===== src/rtl/long_accum_pkg.sv =====
// Shared types and constants for the long accumulator framer and its core.
package long_accum_pkg;

    // Edges from the core data input to the edge at which that word is in the core sum.
    localparam int CORE_LAT = 4;

    // Carry-save segment widths, matched to the native adder width of each DSP family.
    localparam int SEG_W_AGILEX = 18;
    localparam int SEG_W_S10    = 27;

    // Framer control states.
    typedef enum logic [1:0] {
        ACCUM   = 2'd0,
        DRAIN   = 2'd1,
        CAPTURE = 2'd2
    } state_t;

endpackage


===== src/rtl/long_accumulator.sv =====
// Wide pipelined accumulator. Words are summed into short carry-save segments so
// no long carry chain sits in the accumulate loop; the carries are folded in by a
// two-step resolve pipeline behind it. The sum reflects a word CORE_LAT edges after
// the edge that registers it. clear empties every stage on the next edge.
module long_accumulator
    import long_accum_pkg::*;
#(
    parameter int    SIZE   = 256,
    parameter string FAMILY = "Agilex"
) (
    input  logic            clk,
    input  logic            clear,
    input  logic [SIZE-1:0] in_data,
    output logic [SIZE-1:0] sum
);

    localparam int SEG_W = (FAMILY == "Stratix 10") ? SEG_W_S10 : SEG_W_AGILEX;
    localparam int NSEG  = (SIZE + SEG_W - 1) / SEG_W;
    localparam int PAD_W = NSEG * SEG_W;
    localparam int LO_W  = PAD_W / 2;
    localparam int HI_W  = PAD_W - LO_W;

    logic [PAD_W-1:0] r_in;
    logic [SEG_W:0]   r_seg [NSEG];
    logic [PAD_W-1:0] w_lows;
    logic [PAD_W-1:0] w_carries;
    logic [LO_W-1:0]  r_lo;
    logic             r_lo_c;
    logic [HI_W-1:0]  r_hi_a;
    logic [HI_W-1:0]  r_hi_b;
    logic [SIZE-1:0]  r_res;
    logic [SIZE-1:0]  r_sum;

    // Split the segment state into its low bits and its pending carries, each carry
    // placed at the weight of the segment above it.
    always_comb begin
        w_lows    = '0;
        w_carries = '0;
        for (int i = 0; i < NSEG; i++) begin
            w_lows[i*SEG_W +: SEG_W] = r_seg[i][SEG_W-1:0];
            if (i < NSEG - 1) begin
                w_carries[(i+1)*SEG_W] = r_seg[i][SEG_W];
            end
        end
    end

    // Input register, zero-extended to a whole number of segments.
    always_ff @(posedge clk) begin
        if (clear) begin
            r_in <= '0;
        end else begin
            r_in <= PAD_W'(in_data);
        end
    end

    // Carry-save accumulate: each segment adds its slice plus the carry left by the
    // segment below on the previous cycle, so the represented total is exact.
    always_ff @(posedge clk) begin
        for (int i = 0; i < NSEG; i++) begin
            if (clear) begin
                r_seg[i] <= '0;
            end else begin
                r_seg[i] <= {1'b0, r_seg[i][SEG_W-1:0]}
                          + {1'b0, r_in[i*SEG_W +: SEG_W]}
                          + {{SEG_W{1'b0}}, w_carries[i*SEG_W]};
            end
        end
    end

    // Resolve step one: low half fully added, high half operands carried along.
    always_ff @(posedge clk) begin
        if (clear) begin
            r_lo   <= '0;
            r_lo_c <= 1'b0;
            r_hi_a <= '0;
            r_hi_b <= '0;
        end else begin
            {r_lo_c, r_lo} <= {1'b0, w_lows[LO_W-1:0]} + {1'b0, w_carries[LO_W-1:0]};
            r_hi_a         <= w_lows[PAD_W-1:LO_W];
            r_hi_b         <= w_carries[PAD_W-1:LO_W];
        end
    end

    // Resolve step two: high half plus the low-half carry; wraps modulo 2^SIZE.
    always_ff @(posedge clk) begin
        if (clear) begin
            r_res <= '0;
        end else begin
            r_res <= SIZE'({r_hi_a + r_hi_b + HI_W'(r_lo_c), r_lo});
        end
    end

    // Output register so the framer's capture path starts from a flop.
    always_ff @(posedge clk) begin
        if (clear) begin
            r_sum <= '0;
        end else begin
            r_sum <= r_res;
        end
    end

    assign sum = r_sum;

endmodule


===== src/rtl/long_accum_framer.sv =====
// Frames a stream of wide unsigned words into per-frame sums. Words are accepted
// in ACCUM; after the last word the FSM waits in DRAIN for the core pipeline to
// settle and for the output slot to be free, then CAPTURE latches the sum and word
// count and clears the core for the next frame.
module long_accum_framer
    import long_accum_pkg::*;
#(
    parameter int    SIZE       = 256,
    parameter string FAMILY     = "Agilex",
    parameter int    RESULT_LAT = CORE_LAT,
    parameter int    COUNT_W    = 16
) (
    input  logic               clk,
    input  logic               sclear,
    input  logic               in_valid,
    output logic               in_ready,
    input  logic [SIZE-1:0]    in_data,
    input  logic               in_last,
    output logic               out_valid,
    input  logic               out_ready,
    output logic [SIZE-1:0]    out_data,
    output logic [COUNT_W-1:0] out_count
);

    localparam int DRAIN_W = (RESULT_LAT > 1) ? $clog2(RESULT_LAT) : 1;

    state_t               r_state;
    state_t               w_state_next;
    logic [COUNT_W-1:0]   r_count;
    logic [DRAIN_W-1:0]   r_drain;
    logic                 r_out_valid;
    logic [SIZE-1:0]      r_out_data;
    logic [COUNT_W-1:0]   r_out_count;
    logic                 w_accept;
    logic                 w_capture;
    logic                 w_clear;
    logic [SIZE-1:0]      w_core_data;
    logic [SIZE-1:0]      w_core_sum;

    assign w_accept    = in_valid & in_ready;
    assign w_clear     = sclear | w_capture;
    // Idle cycles feed zeros so the core only ever sees accepted words.
    assign w_core_data = w_accept ? in_data : '0;

    long_accumulator #(
        .SIZE   (SIZE),
        .FAMILY (FAMILY)
    ) u_core (
        .clk     (clk),
        .clear   (w_clear),
        .in_data (w_core_data),
        .sum     (w_core_sum)
    );

    // State register.
    always_ff @(posedge clk) begin
        if (sclear) begin
            r_state <= ACCUM;
        end else begin
            r_state <= w_state_next;
        end
    end

    // Next-state logic; DRAIN waits at zero while an unread result still occupies the slot.
    always_comb begin
        w_state_next = r_state;
        unique case (r_state)
            ACCUM: begin
                if (w_accept && in_last) begin
                    w_state_next = DRAIN;
                end
            end
            DRAIN: begin
                if ((r_drain == '0) && (!r_out_valid || out_ready)) begin
                    w_state_next = CAPTURE;
                end
            end
            CAPTURE: w_state_next = ACCUM;
            default: w_state_next = ACCUM;
        endcase
    end

    // State-decoded outputs: input handshake and the one-cycle capture pulse.
    always_comb begin
        in_ready  = 1'b0;
        w_capture = 1'b0;
        unique case (r_state)
            ACCUM:   in_ready  = 1'b1;
            DRAIN:   in_ready  = 1'b0;
            CAPTURE: w_capture = 1'b1;
            default: in_ready  = 1'b0;
        endcase
    end

    // Word counter: saturating, cleared together with the core.
    always_ff @(posedge clk) begin
        if (w_clear) begin
            r_count <= '0;
        end else if (w_accept && (r_count != {COUNT_W{1'b1}})) begin
            r_count <= r_count + COUNT_W'(1);
        end
    end

    // Drain counter: covers the core latency after the last word of a frame.
    always_ff @(posedge clk) begin
        if (sclear) begin
            r_drain <= '0;
        end else if ((r_state == ACCUM) && w_accept && in_last) begin
            r_drain <= DRAIN_W'(RESULT_LAT - 1);
        end else if ((r_state == DRAIN) && (r_drain != '0)) begin
            r_drain <= r_drain - DRAIN_W'(1);
        end
    end

    // Result slot: loaded on capture, emptied when the consumer takes it.
    always_ff @(posedge clk) begin
        if (sclear) begin
            r_out_valid <= 1'b0;
            r_out_data  <= '0;
            r_out_count <= '0;
        end else if (w_capture) begin
            r_out_valid <= 1'b1;
            r_out_data  <= w_core_sum;
            r_out_count <= r_count;
        end else if (out_ready) begin
            r_out_valid <= 1'b0;
        end
    end

    assign out_valid = r_out_valid;
    assign out_data  = r_out_data;
    assign out_count = r_out_count;

    // A held result must not change until it is taken.
    a_hold_stable: assert property (@(posedge clk) disable iff (sclear)
        (r_out_valid && !out_ready) |=> (r_out_valid && $stable(r_out_data)
                                         && $stable(r_out_count)));

    // No word is ever accepted outside ACCUM.
    a_accept_in_accum: assert property (@(posedge clk) disable iff (sclear)
        w_accept |-> (r_state == ACCUM));

endmodule


===== config.mk =====
export PLATFORM = sky130hd
export DESIGN_NAME = long_accum_framer
export DESIGN_NICKNAME = d
export VERILOG_FILES = /design/src/rtl/long_accum_pkg.sv /design/src/rtl/long_accumulator.sv /design/src/rtl/long_accum_framer.sv
export SDC_FILE = /design/constraint.sdc
export NUM_CORES = 2
export LEC_CHECK = 0
export CORE_ASPECT_RATIO = 0.75
export CORE_MARGIN = 1
export CORE_UTILIZATION = 40
export DETAILED_ROUTE_END_ITERATION = 10
export GPL_TIMING_DRIVEN = 0
export SYNTH_ARGS = -nofsm -noshare
export SYNTH_HDL_FRONTEND = slang
export SYNTH_SLANG_ARGS = --single-unit
export TNS_END_PERCENT = 30

===== constraint.sdc =====
create_clock -name clk -period 7.3 [get_ports clk]
set_input_delay 0.73 -clock clk [delete_from_list [all_inputs] [get_ports clk]]
set_output_delay 0.73 -clock clk [all_outputs]
set_load 0.01 [all_outputs]

* Word-level counts from Yosys, hierarchy flattened *
Memories as Yosys holds them, arrays and structs flattened.
Index checks and enable logic that the tools add are counted.

word-level totals
  flip-flop bits (word level) = 1339
  bits in writable memories = 285
  bits of input ports = 261
  output and inout port bits = 274
  logic and storage cells = 114
  memories = 1

memory list
  memory        words  bits a word  read ports  clocked after memory_dff  write ports  RTL line                source
  u_core.r_seg  15     19           15          0                         15           long_accumulator.sv:24  logic [SEG_W:0] r_seg [NSEG];

cells by class
  add/subtract/negate cells = 34
  equality and inequality tests = 5
  muxes and demuxes = 27
  bitwise logic cells = 18
  reductions and logical operators = 15

operator list
  operator                                                                count
  18-bit by 18-bit adder with 19-bit output                               15
  19-bit 2-to-1 mux                                                       15
  19-bit by 1-bit adder with 19-bit output                                14
  135-bit by 127-bit adder with 136-bit output                            1
  121-bit by 1-bit adder with 121-bit output                              1
  121-bit by 118-bit adder with 121-bit output                            1
  16-bit by 1-bit adder with 16-bit output (second input constant)        1
  16-bit != test (second input constant)                                  1
  1-bit OR                                                                16
  2-bit 2-to-1 mux                                                        4
  1-bit 2-to-1 mux                                                        7
  1-bit logical AND                                                       6
  2-bit nonzero test                                                      3
  2-bit zero test                                                         2
  2-bit != test (second input constant)                                   2
  2-bit one-hot mux with 2 select lines                                   1
  2-bit by 1-bit equality test with 1-bit output (second input constant)  1
  2-bit equality test (second input constant)                             1
  2-bit AND reduction                                                     1
  2-bit OR reduction                                                      1
  2-bit by 1-bit subtractor with 2-bit output (second input constant)     1
  1-bit bitwise AND                                                       1
  1-bit zero test                                                         1
  1-bit logical OR                                                        1
  1-bit inverter                                                          1

* Logic depth before layout (Yosys ltp) *
  depth in word-level cells = 6
  mapped depth = 12
  gate-level depth less buffers = 12

* By module *
From an unflattened synthesis, not the netlist that was laid out.

second synthesis, totals
  cell total of the unflattened synthesis = 6644
  area, all modules = 62130.8 sq um

by module, submodules not included
  module             times used  cells an instance  area an instance (sq um)  sequential area each (sq um)
  long_accumulator   1           5060               50161.9                   26065.0
  long_accum_framer  1           1584               11969.0                   5865.6

* Least setup slack after synthesis *
Ideal clock, no wire load.

  kind = register to register
  start = mem u_core.r_seg[5][18] in the netlist's numbering
  end = mem u_core.r_seg[6][16] in the netlist's numbering
  library setup time = 0.080 ns
  arrival time = 2.679 ns
  data required time = 7.220 ns
  slack = 4.541 ns
  cell stages (with the launch flop) = 11
  path buffers = 0
  clock period less this slack = 2.759 ns
  cells stage by stage = dfxtp_1 -> fa_1 -> fa_1 -> a211o_1 -> a21oi_1 -> o21ai_0 -> a211oi_1 -> o31ai_1 -> o21a_1 -> o21ai_0 -> nor3b_1

RTL lines
  item             RTL line
  start, declared  long_accumulator.sv:24

==> results.json <==
{
  "vias": 44092,
  "finalNetCount": 7538,
  "ant_nets": 0,
  "fin_area_mm2": 0.0730,
  "timing.slew.headroom_pct": -0.217,
  "dp_hpwl_um": 133000,
  "synthesis.area_mm2": 0.0597,
  "grt-ovfl-total": 0,
  "synth_flop_cell": "dfxtp_1",
  "setup_viol": 0,
  "synth_warnings": 0,
  "cts_setup_buffers": 0,
  "drt_iter0_drc": 2896,
  "end_kind": "register",
  "tightestPinTransition_ns": 1.49,
  "first_pass_iters": 7,
  "place_inst": 8811,
  "ys_ff_latch": 1595,
  "viasPerCell": 4.84,
  "rsz0062_at_grt": "no",
  "syn_nets": 6843,
  "drv_slew": 1,
  "die_w_um": 448,
  "grt_pass1_wl_um": 253000,
  "die_area_mm2": 0.151,
  "final.period_utilization_pct": 60.1,
  "grt_use_met1_pct": 31.4,
  "required_ns": 7.99,
  "gp_congestion": 0.949,
  "cts.sinks": 1595,
  "final_util_pct": 49.4,
  "clockBufferDepth": 3,
  "met3_usage_pct": 3.32,
  "synth_cell_types": 74,
  "async_flop_share_pct": 0,
  "cap_violations": 1,
  "start_util_pct": 40.4,
  "ios": 535,
  "grt_max_degree": 17,
  "synth_edf_count": 0,
  "startpoint_type": "register",
  "critPathMaxFanout": 8,
  "clock_skew_ns": 0.0320,
  "track_usage_pct": 22.2,
  "setup_tns_ns": 0,
  "core_area_mm2": 0.148,
  "p_leak_nw": 28.3,
  "drive_gt1_share_pct": 4.37,
  "grt_pass1_vias": 41656,
  "worstSetupPathType": "register to register",
  "clkLatencyLatePin_ns": 0.80,
  "cts_tree": "done",
  "final_cells": 9103,
  "syn_avg_cell_area_um2": 9.49,
  "route.detailed.drc": 0,
  "ys_seq_area_share_pct": 53.5,
  "worstPathArrival_ns": 5.08,
  "cts-root-buf": "clkbuf_16",
  "period_minus_slack_ns": 4.39,
  "power_density_mw_per_mm2": 258,
  "fmax_mhz": 228,
  "total_power_mw": 18.9,
  "path_clk_slew_ns": 0.06,
  "synthCells": 6293,
  "cts_buffers": 159,
  "placedInstanceArea_mm2": 0.0676,
  "synthToLayoutAreaGrowth_pct": 22.3,
  "grt_busiest_layer": "met2",
  "violations": "capacitance limit, slew limit",
  "port_buffers": 534,
  "vdd_drop_max_v": 0.000224,
  "antenna_found_initial": 29,
  "finalHoldViolCount": 0,
  "rows": 122,
  "routed_wl_um": 171000,
  "grt.met2_usage_pct": 33.9,
  "status": "finished with violations",
  "cts_hold_buf": 0,
  "cts.htree.levels": 4,
  "wl_per_cell_um": 18.8,
  "dieHeight_um": 337,
  "ctsResizeCount": 0,
  "hp-class": "register to register"
}
-- power by group --
part / switching (mW) / total [mW] / internal, mW
Combinational: 0.686 / 1.20 / 0.518
Sequential: 0.210 / 9.21 / 9.00
Clock: 3.45 / 8.44 / 4.99
-- registers in the layout (all words and copies together), names as in the netlist --
name and count:
u_core.r_seg 270, out_data 256, u_core.r_in 256, u_core.r_res 256, u_core.sum 256, u_core.r_lo 135
u_core.r_hi_a 121, out_count 16, r_count 16, u_core.r_hi_b 7, r_drain 2, r_state 2
out_valid 1, u_core.r_lo_c 1
-- worst max-delay path, stage by stage, from the launching register on --
cell	delay, ns
dfxtp_1	0.33
ha_1	0.20
ha_1	0.22
and4_1	0.33
nand3_1	0.35
o21ai_1	0.85
nand4_1	0.48
a211oi_2	0.54
o21ai_0	0.40
a21oi_1	0.28
mux2i_1	0.30
-- area by class of cell --
class / count / area [um2]
Fill cell: 13854 / 74900
Multi-Input combinational cell: 4287 / 26200
Timing Repair Buffer: 534 / 5350
Antenna cell: 9 / 22.5
Buffer: 260 / 1000
Clock buffer: 220 / 4530
Tap cell: 1984 / 2480
Inverter: 151 / 567
Sequential cell: 1595 / 31900
Clock inverter: 63 / 926
-- through the flow --
step           setup WS, ns  hold WS [ns]
2_1_floorplan          4.54         0.406
3_3_place_gp           1.98         0.408
3_5_place_dp           2.28         0.410
4_1_cts                2.82         0.411
5_1_grt                2.71         0.421
6_report               2.91         0.410
-- cell families after synthesis --
logic type | count (synthesis) | synth area share [%]
and+or+nand+nor | 2730 | 23.0
adders and majority gates | 289 | 6.42
buffers and inverters | 411 | 2.61
muxes | 25 | 0.421
xor gates and xnor gates | 317 | 4.65
DFF | 1595 | 53.5
AOI/OAI and AO/OA | 926 | 9.40
-- cells in the final DEF (no fill, tap or decap), drive strengths merged, types with 45 or more instances in the layout --
master         instances
dfxtp               1595
and2                 824
nand2                746
nor2                 540
clkdlybuf4s50        534
clkbuf               466
a21oi                460
ha                   260
o21ai                161
xnor2                160
xor2                 157
inv                  153
nand3                112
nor3                 104
or3                   83
nand4                 58
and3                  58
a211oi                52
o31a                  46
nor2b                 45
-- cell usage after synthesis (5+ instances only) --
master / n / share of area (%)
dfxtp_1: 1595 / 53
and2_1: 824 / 8.6
nand2_1: 746 / 4.7
nor2_1: 540 / 3.4
a21oi_1: 460 / 3.9
ha_1: 260 / 5.4
clkbuf_1: 246 / 1.5
xnor2_1: 160 / 2.3
xor2_1: 157 / 2.3
o21ai_0: 152 / 1.3
inv_1: 150 / 0.94
nand3_1: 111 / 0.93
nor3_1: 103 / 0.86
or3_1: 83 / 0.87
and3_1: 57 / 0.60
nand4_1: 57 / 0.60
a211oi_1: 50 / 0.63
o31a_1: 46 / 0.67
nor2b_1: 45 / 0.47
a21o_1: 36 / 0.45
nand2b_1: 35 / 0.37
o21a_1: 30 / 0.38
fa_1: 29 / 0.97
nor4_1: 27 / 0.28
or2_2: 25 / 0.26
mux2i_1: 24 / 0.40
o311ai_0: 24 / 0.35
and4_1: 23 / 0.34
o31ai_1: 21 / 0.26
nor3b_1: 20 / 0.25
o211ai_1: 17 / 0.21
o2111ai_1: 13 / 0.19
a2111oi_0: 11 / 0.16
a31oi_1: 11 / 0.12
nand3b_1: 11 / 0.14
o21ai_1: 8 / 0.067
or4_1: 8 / 0.10
buf_1: 7 / 0.044
a2111o_1: 6 / 0.11
a211o_1: 6 / 0.088
nor4b_1: 6 / 0.088
a41o_1: 5 / 0.084
buf_2: 5 / 0.042
-- worst paths after layout --
path / endpoint / cells after the start / slack [ns] / start
worst max-delay path: u_core.r_lo[132]$_SDFF_PP0_ / 10 / 2.91 / u_core.r_seg[1][0]$_SDFF_PP0_
worst min register to register: u_core.sum[207]$_SDFF_PP0_ / 1 / 0.41 / u_core.r_res[207]$_SDFF_PP0_
worst max register to register: u_core.r_lo[132]$_SDFF_PP0_ / 10 / 2.91 / u_core.r_seg[1][0]$_SDFF_PP0_
worst min-delay path: u_core.sum[207]$_SDFF_PP0_ / 1 / 0.41 / u_core.r_res[207]$_SDFF_PP0_
-- metal layers --
| metal | routed length [um] | share of wire (%) |
|---|---|---|
| met1 | 83100 | 49 |
| met2 | 73700 | 43 |
| met3 | 8100 | 4.7 |
| met4 | 6150 | 3.6 |
| met5 | 0 | 0 |
(Power assumes the default switching activity.)
